===== config.mk =====
export PLATFORM = sky130hd
export DESIGN_NAME = regs_wb_queue
export DESIGN_NICKNAME = d
export VERILOG_FILES = /design/src/rtl/regs_pkg.sv /design/src/rtl/wb_fwd_match.sv /design/src/rtl/regs_wb_queue.sv
export SDC_FILE = /design/constraint.sdc
export NUM_CORES = 1
export LEC_CHECK = 0
export BUFFER_PORTS_ARGS = -buffer_cell sky130_fd_sc_hd__buf_2
export CAP_MARGIN = 20
export CELL_PAD_IN_SITES_DETAIL_PLACEMENT = 0
export CELL_PAD_IN_SITES_GLOBAL_PLACEMENT = 1
export CORE_MARGIN = 2
export CORE_UTILIZATION = 30
export CTS_CLUSTER_SIZE = 20
export DETAILED_ROUTE_END_ITERATION = 6
export GPL_ROUTABILITY_DRIVEN = 0
export GPL_TIMING_DRIVEN = 0
export MAX_ROUTING_LAYER = met4
export PLACE_DENSITY_LB_ADDON = 0.1
export SLEW_MARGIN = 25
export SYNTH_ARGS = -nofsm -noshare
export SYNTH_HDL_FRONTEND = slang
export SYNTH_SLANG_ARGS = --single-unit
export TNS_END_PERCENT = 100

===== constraint.sdc =====
create_clock -name clk -period 5.3 [get_ports clk]
set_clock_uncertainty 0.05 [all_clocks]
set_input_delay 0.265 -clock clk [delete_from_list [all_inputs] [get_ports clk]]
set_output_delay 0.265 -clock clk [all_outputs]
set_load 0.05 [all_outputs]

===== src/rtl/regs_pkg.sv =====
// Register numbering and write-back record layout shared by the register file and its write-back queue.
// Ids match the register file: 0..14 are real registers, 15 is the discard slot.
package regs_pkg;

    localparam int RW_DEF = 5;
    localparam int DW_DEF = 16;

    localparam logic [RW_DEF-1:0] RAX = 5'd0;
    localparam logic [RW_DEF-1:0] RCX = 5'd1;
    localparam logic [RW_DEF-1:0] RDX = 5'd2;
    localparam logic [RW_DEF-1:0] RBX = 5'd3;
    localparam logic [RW_DEF-1:0] RSP = 5'd4;
    localparam logic [RW_DEF-1:0] RBP = 5'd5;
    localparam logic [RW_DEF-1:0] RSI = 5'd6;
    localparam logic [RW_DEF-1:0] RDI = 5'd7;
    localparam logic [RW_DEF-1:0] R8  = 5'd8;
    localparam logic [RW_DEF-1:0] R9  = 5'd9;
    localparam logic [RW_DEF-1:0] R10 = 5'd10;
    localparam logic [RW_DEF-1:0] R11 = 5'd11;
    localparam logic [RW_DEF-1:0] R12 = 5'd12;
    localparam logic [RW_DEF-1:0] R13 = 5'd13;
    localparam logic [RW_DEF-1:0] R14 = 5'd14;
    localparam logic [RW_DEF-1:0] RNO = 5'd15;

    localparam int NOREG_DEF = 15;

    typedef struct packed {
        logic [RW_DEF-1:0] dstE;
        logic [DW_DEF-1:0] valE;
        logic [RW_DEF-1:0] dstM;
        logic [DW_DEF-1:0] valM;
    } wb_rec_t;

endpackage


===== src/rtl/wb_fwd_match.sv =====
// Combinational youngest-entry forwarding search for one lookup port; no state, no backpressure.
// Entries are walked oldest to youngest from the head so the last match (youngest) wins.
module wb_fwd_match #(
    parameter int DEPTH = 4,
    parameter int DW    = 16,
    parameter int RW    = 5,
    parameter int NOREG = 15
) (
    input  logic [RW-1:0]              i_src,
    input  logic [$clog2(DEPTH)-1:0]   i_head,
    input  logic [DEPTH-1:0]           i_vld,
    input  logic [DEPTH*RW-1:0]        i_dstE,
    input  logic [DEPTH*DW-1:0]        i_valE,
    input  logic [DEPTH*RW-1:0]        i_dstM,
    input  logic [DEPTH*DW-1:0]        i_valM,
    output logic                       o_hit,
    output logic [DW-1:0]              o_fwd
);

    localparam int AW = $clog2(DEPTH);
    localparam logic [RW-1:0] NOREG_ID = RW'(NOREG);

    logic [AW-1:0] w_idx;

    always_comb begin
        o_hit = 1'b0;
        o_fwd = '0;
        w_idx = '0;
        for (int k = 0; k < DEPTH; k++) begin
            w_idx = i_head + AW'(k);
            // M is checked after E so it overrides, matching the register file write order
            if (i_vld[w_idx] && (i_src != NOREG_ID)) begin
                if (i_dstE[w_idx*RW +: RW] == i_src) begin
                    o_hit = 1'b1;
                    o_fwd = i_valE[w_idx*DW +: DW];
                end
                if (i_dstM[w_idx*RW +: RW] == i_src) begin
                    o_hit = 1'b1;
                    o_fwd = i_valM[w_idx*DW +: DW];
                end
            end
        end
    end

endmodule


===== src/rtl/regs_wb_queue.sv =====
// Write-back FIFO in front of the register file with forwarding lookup; record accepted at edge N writes at edge N+1 if wb_en.
// Backpressure: in_ready = !full (no pass-through); wb_en=0 holds the head and rf_* show the discard slot.
module regs_wb_queue
    import regs_pkg::*;
#(
    parameter int DEPTH = 4,
    parameter int DW    = DW_DEF,
    parameter int RW    = RW_DEF,
    parameter int NOREG = NOREG_DEF
) (
    input  logic                       clk,
    input  logic                       rst_n,
    input  logic                       in_valid,
    output logic                       in_ready,
    input  logic [RW-1:0]              in_dstE,
    input  logic [DW-1:0]              in_valE,
    input  logic [RW-1:0]              in_dstM,
    input  logic [DW-1:0]              in_valM,
    input  logic                       wb_en,
    output logic [RW-1:0]              rf_dstE,
    output logic [DW-1:0]              rf_valE,
    output logic [RW-1:0]              rf_dstM,
    output logic [DW-1:0]              rf_valM,
    input  logic [RW-1:0]              srcA,
    input  logic [RW-1:0]              srcB,
    output logic                       hitA,
    output logic [DW-1:0]              fwdA,
    output logic                       hitB,
    output logic [DW-1:0]              fwdB,
    output logic [$clog2(DEPTH):0]     count,
    output logic                       empty,
    output logic                       full
);

    localparam int AW = $clog2(DEPTH);
    localparam int CW = AW + 1;
    localparam logic [RW-1:0] NOREG_ID = RW'(NOREG);

    logic [DEPTH*RW-1:0] r_dstE;
    logic [DEPTH*DW-1:0] r_valE;
    logic [DEPTH*RW-1:0] r_dstM;
    logic [DEPTH*DW-1:0] r_valM;
    logic [DEPTH-1:0]    r_vld;
    logic [AW-1:0]       r_head;
    logic [AW-1:0]       r_tail;
    logic [CW-1:0]       r_count;

    logic          w_push;
    logic          w_pop;
    logic [RW-1:0] w_in_dstE;
    logic [RW-1:0] w_in_dstM;

    assign empty    = (r_count == '0);
    assign full     = (r_count == CW'(DEPTH));
    assign count    = r_count;
    assign in_ready = !full;

    // Reset also suppresses the drain so the register file sees no write on a reset edge
    assign w_push = in_valid && in_ready && rst_n;
    assign w_pop  = wb_en && !empty && rst_n;

    // Out-of-range ids collapse to the discard slot so the register file index stays below 16
    assign w_in_dstE = (in_dstE >= NOREG_ID) ? NOREG_ID : in_dstE;
    assign w_in_dstM = (in_dstM >= NOREG_ID) ? NOREG_ID : in_dstM;

    always_comb begin
        rf_dstE = NOREG_ID;
        rf_valE = '0;
        rf_dstM = NOREG_ID;
        rf_valM = '0;
        if (w_pop) begin
            rf_dstE = r_dstE[r_head*RW +: RW];
            rf_valE = r_valE[r_head*DW +: DW];
            rf_dstM = r_dstM[r_head*RW +: RW];
            rf_valM = r_valM[r_head*DW +: DW];
        end
    end

    always_ff @(posedge clk) begin
        if (!rst_n) begin
            r_head  <= '0;
            r_tail  <= '0;
            r_count <= '0;
            r_vld   <= '0;
        end else begin
            if (w_push) begin
                r_dstE[r_tail*RW +: RW] <= w_in_dstE;
                r_valE[r_tail*DW +: DW] <= in_valE;
                r_dstM[r_tail*RW +: RW] <= w_in_dstM;
                r_valM[r_tail*DW +: DW] <= in_valM;
                r_vld[r_tail]           <= 1'b1;
                r_tail                  <= r_tail + AW'(1);
            end
            if (w_pop) begin
                r_vld[r_head] <= 1'b0;
                r_head        <= r_head + AW'(1);
            end
            r_count <= r_count + CW'(w_push) - CW'(w_pop);
        end
    end

    wb_fwd_match #(
        .DEPTH (DEPTH),
        .DW    (DW),
        .RW    (RW),
        .NOREG (NOREG)
    ) u_fwd_a (
        .i_src  (srcA),
        .i_head (r_head),
        .i_vld  (r_vld),
        .i_dstE (r_dstE),
        .i_valE (r_valE),
        .i_dstM (r_dstM),
        .i_valM (r_valM),
        .o_hit  (hitA),
        .o_fwd  (fwdA)
    );

    wb_fwd_match #(
        .DEPTH (DEPTH),
        .DW    (DW),
        .RW    (RW),
        .NOREG (NOREG)
    ) u_fwd_b (
        .i_src  (srcB),
        .i_head (r_head),
        .i_vld  (r_vld),
        .i_dstE (r_dstE),
        .i_valE (r_valE),
        .i_dstM (r_dstM),
        .i_valM (r_valM),
        .o_hit  (hitB),
        .o_fwd  (fwdB)
    );

endmodule


==> summary.md <==
| Metric | Value |
|---|---|
| Result of the run | `finished clean` |
| Final hold viol count | `0` |
| Final worst path period need | `4990 ps` |
| Violation count after the first detailed-routing iteration | `1182` |
| Internal power consumption | `3.62 mW` |
| Sequential cell area fraction in the yosys report | `0.354` |
| Transition time of the tightest slew-check pin | `1050 ps` |
| # H-tree levels | `4` |
| Synth cell types | `60` |
| Average wire length per cell after detail routing | `31.0 µm` |
| Sw Ratio | `0.413` |
| Clk pwr share | `0.214` |
| Top Ports | `138` |
| Worst-path maximum fanout | `10` |
| Sum of internal, switching and leakage power | `6.16 mW` |
| Maximum number of pins on one net before global-route repair | `28` |
| Cell area after synthesis | `14900 µm²` |
| Post-synthesis average cell area | `13.2 µm²` |
| Share of the synthesized area in compound gates (AO/OA/AOI/OAI) | `0.0651` |
| Global-route wire length before repair | `85800 µm` |
| Switching pwr | `2.55 mW` |
| # clock sinks | `179` |
| Leak Pwr | `5.84 nW` |
| Share of post-route cells with drive strength above 1 | `0.401` |
| Die height | `227 µm` |
| Worst hold path class | `input pin to register` |
| Via count of the first global-routing pass | `11.2k` |
| Sort of element at the end of the critical path | `output port` |
| Kind of start point of the critical path | `register` |
| Power density cells | `355 nW/µm²` |
| Cells on Worst Hold Path | `2` |
| Flop and latch count out of synthesis | `179` |
| Final worst-path cycle share | `0.941` |
| Number of synthesized flops with an enable pin | `168` |
| Non-filler instance count after layout | `1972` |
| Number of cell rows | `81` |
| TritonCTS clock tree | `yes` |
| Post-Synth XOR/XNOR Area | `0.0516` |
| Post-route ant nets | `0` |
| Cell area after placement | `16500 µm²` |
| Via count of the routed design | `11.1k` |
| Post-route DRC violation count | `0` |
| Combinational group share of total power | `0.495` |
| Worst slew slack as a fraction of its limit | `0.298` |
| Clock buffer depth | `2` |
| Net total in the final layout | `1364` |
| Category of the critical setup timing path | `register to output port` |
| Setup repair after global routing missed its margin | `no` |
| Number of max-cap violations | `0` |
| Maximum clock rate | `0.201 GHz` |
| Share of total power in sequential cells | `0.291` |
| Antenna violations before repair | `6` |
| I/O Buffers | `127` |
| IR Drop Worst-Case VDD | `256 µV` |
| Final design area excluding fillers | `17300 µm²` |
| CP arrival | `4670 ps` |
| Wire length reported by the detailed router | `61100 µm` |
| Estimated wirelength of the detail-placed design | `44000 µm` |
| Clock root cell | `sky130_fd_sc_hd__clkbuf_16` |
| Global Route Usage Sum | `0.252` |
| TritonRoute pass-1 iters | `5` |
| Area share of fa/ha/maj cells after synthesis | `0.0131` |
| Post-Route Hold Slack | `41.1 ps` |
| Total clock buffers created by CTS | `17` |
| Die span in x | `227 µm` |
| Simple-gate area share of the yosys netlist | `0.136` |
| Final Slew Violations | `0` |
| Post-synthesis to final-layout area growth | `16.5%` |
| Multiplexer fraction of the synthesized cell area | `0.339` |
| Proportion of register bits with asynchronous set or reset after synthesis | `0` |
| Clock slew at reported path FFs | `70 ps` |
| Core box area | `49000 µm²` |
| Die area | `51400 µm²` |
| Number of warnings issued by yosys | `0` |
| Starting density of the core | `0.304` |
| Number of endpoints failing setup at the final stage | `0` |
| Req. time, crit path | `4990 ps` |
| DR vias/cell | `5.64` |
| Main combinational cell family by area after synthesis | `multiplexers` |
| DP Cell Count | `1929` |
| Instance count of the mapped netlist | `1127` |
| Leftover overflow at the end of global routing | `0` |
| Ys flop type | `sky130_fd_sc_hd__edfxtp_1` |
| Number of cell instances on the worst register-to-register path | `12` |
| Clock latency at the later pin of the worst-skew pair | `490 ps` |
## flip-flops by register name, summed over array words and instances (netlist names)
| register | cells |
|---|---|
| r_valE | 64 |
| r_head | 2 |
| r_dstE | 20 |
| r_dstM | 20 |
| count | 3 |
| r_tail | 2 |
| r_valM | 64 |
| r_vld | 4 |
## cell usage in the layout, fill, tap and decap left out, types with 14 or more instances in the layout
cell / netlist / final
sky130_fd_sc_hd__edfxtp_1: 168 / 168
sky130_fd_sc_hd__mux4_2: 165 / 165
sky130_fd_sc_hd__buf_2: 38 / 151
sky130_fd_sc_hd__and2_1: 139 / 139
sky130_fd_sc_hd__nor2_1: 81 / 79
sky130_fd_sc_hd__xnor2_1: 64 / 64
sky130_fd_sc_hd__mux2i_1: 62 / 62
sky130_fd_sc_hd__mux2_2: 49 / 49
sky130_fd_sc_hd__nand2_1: 37 / 36
sky130_fd_sc_hd__and3_1: 38 / 34
sky130_fd_sc_hd__clkbuf_1: 31 / 25
sky130_fd_sc_hd__nor3_1: 22 / 22
sky130_fd_sc_hd__buf_4: 10 / 21
sky130_fd_sc_hd__xor2_1: 20 / 20
sky130_fd_sc_hd__a22oi_2: 19 / 19
sky130_fd_sc_hd__clkbuf_16: 0 / 17
sky130_fd_sc_hd__o32a_1: 16 / 16
sky130_fd_sc_hd__nand3_1: 15 / 15
sky130_fd_sc_hd__ha_1: 14 / 14
## cell families after synthesis
| kind of cell | after synthesis |
|---|---|
| flip-flops | 179 |
| XOR/XNOR | 86 |
| AND/OR/NAND/NOR | 366 |
| AO/OA/AOI/OAI | 89 |
| adder cells (fa/ha/maj) | 15 |
| other | 1 |
| buffers and inverters | 109 |
| multiplexers | 282 |
## final cells by class
| type | instances | area (µm²) |
|---|---|---|
| fillers | 4889 | 31600 |
| multi-input cells | 846 | 9110 |
| flip-flops and latches | 179 | 5270 |
| repair buffers | 142 | 861 |
| well taps | 664 | 831 |
| plain buffers | 96 | 648 |
| clock buffers | 18 | 429 |
| clock inverters | 14 | 156 |
| inverters | 11 | 41.3 |
| diodes | 2 | 5.00 |
## worst max-delay path, stage by stage, from the launching register on
cell and delay [ps]:
sky130_fd_sc_hd__dfxtp_1 410, sky130_fd_sc_hd__buf_6 220, sky130_fd_sc_hd__buf_6 180, sky130_fd_sc_hd__inv_1 150, sky130_fd_sc_hd__ha_1 340, sky130_fd_sc_hd__buf_6 170, sky130_fd_sc_hd__mux4_1 630, sky130_fd_sc_hd__xnor2_1 200
sky130_fd_sc_hd__nand3_1 160, sky130_fd_sc_hd__nor3_4 280, sky130_fd_sc_hd__buf_8 210, sky130_fd_sc_hd__o211a_4 280, sky130_fd_sc_hd__buf_6 210, sky130_fd_sc_hd__nor3_1 70, sky130_fd_sc_hd__o32a_1 390, sky130_fd_sc_hd__clkbuf_4 250
## metrics by stage
step,setup WS [ps],utilization,setup TNS (ps)
after floorplan,594,-,0
after global placement,-1390,0.335,-40520
after detailed placement,-1270,0.337,-37140
after CTS,-3.56,0.353,-3.56
after global routing,109,0.354,0
final,314,0.354,0
## cells in the mapped netlist, types with 6 or more instances
cell / instances / area (µm²)
sky130_fd_sc_hd__a22oi_1: 6 / 45.0
sky130_fd_sc_hd__a22oi_2: 19 / 238
sky130_fd_sc_hd__and2_1: 139 / 870
sky130_fd_sc_hd__and3_1: 38 / 238
sky130_fd_sc_hd__buf_2: 38 / 190
sky130_fd_sc_hd__buf_4: 10 / 75.1
sky130_fd_sc_hd__buf_6: 9 / 101
sky130_fd_sc_hd__clkbuf_1: 31 / 116
sky130_fd_sc_hd__dfxtp_1: 11 / 220
sky130_fd_sc_hd__edfxtp_1: 168 / 5040
sky130_fd_sc_hd__ha_1: 14 / 175
sky130_fd_sc_hd__inv_1: 9 / 33.8
sky130_fd_sc_hd__mux2_2: 49 / 552
sky130_fd_sc_hd__mux2i_1: 62 / 621
sky130_fd_sc_hd__mux4_1: 6 / 158
sky130_fd_sc_hd__mux4_2: 165 / 3720
sky130_fd_sc_hd__nand2_1: 37 / 139
sky130_fd_sc_hd__nand3_1: 15 / 75.1
sky130_fd_sc_hd__nor2_1: 81 / 304
sky130_fd_sc_hd__nor3_1: 22 / 110
sky130_fd_sc_hd__o221a_1: 10 / 113
sky130_fd_sc_hd__o221a_2: 6 / 67.6
sky130_fd_sc_hd__o221ai_1: 15 / 131
sky130_fd_sc_hd__o32a_1: 16 / 160
sky130_fd_sc_hd__xnor2_1: 64 / 561
sky130_fd_sc_hd__xor2_1: 20 / 175
## worst paths after layout
kind | from | end | slack, ps
worst max register to register | count[1] | count[2] | 1650
worst min-delay path | in_valE[8] | r_valE[24] | 40
worst max-delay path | r_head[0] | fwdB[6] | 310
worst min register to register | r_vld[2] | r_vld[2] | 510
## what timing repair did
| item | 4_1_cts | 5_1_grt |
|---|---|---|
| resized for setup | 23 | 22 |
| hold buffers | 2 | 0 |
| setup endpoints to repair | 34 | 27 |
| endpoints found under the hold margin | 2 | 0 |
| pin swaps | 5 | 2 |
| setup buffers | 8 | 1 |
## per-layer routing
metal | GRT usage | part of all wire
met1 | 0.320 | 0.42
met2 | 0.402 | 0.49
met3 | 0.0438 | 0.061
met4 | 0.0968 | 0.032
met5 | - | 0
## power by group through the flow
stage / Clock (mW) / Combinational, mW / Sequential, mW
6_report: 1.32 / 3.05 / 1.79
5_1_grt: 1.40 / 3.23 / 1.81
4_1_cts: 1.35 / 3.06 / 1.79
3_5_place_dp: 0 / 3.02 / 1.82
3_3_place_gp: 0 / 3.01 / 1.82
2_1_floorplan: 0 / 2.09 / 1.81
No activity file was read; power rests on OpenSTA's default activity.
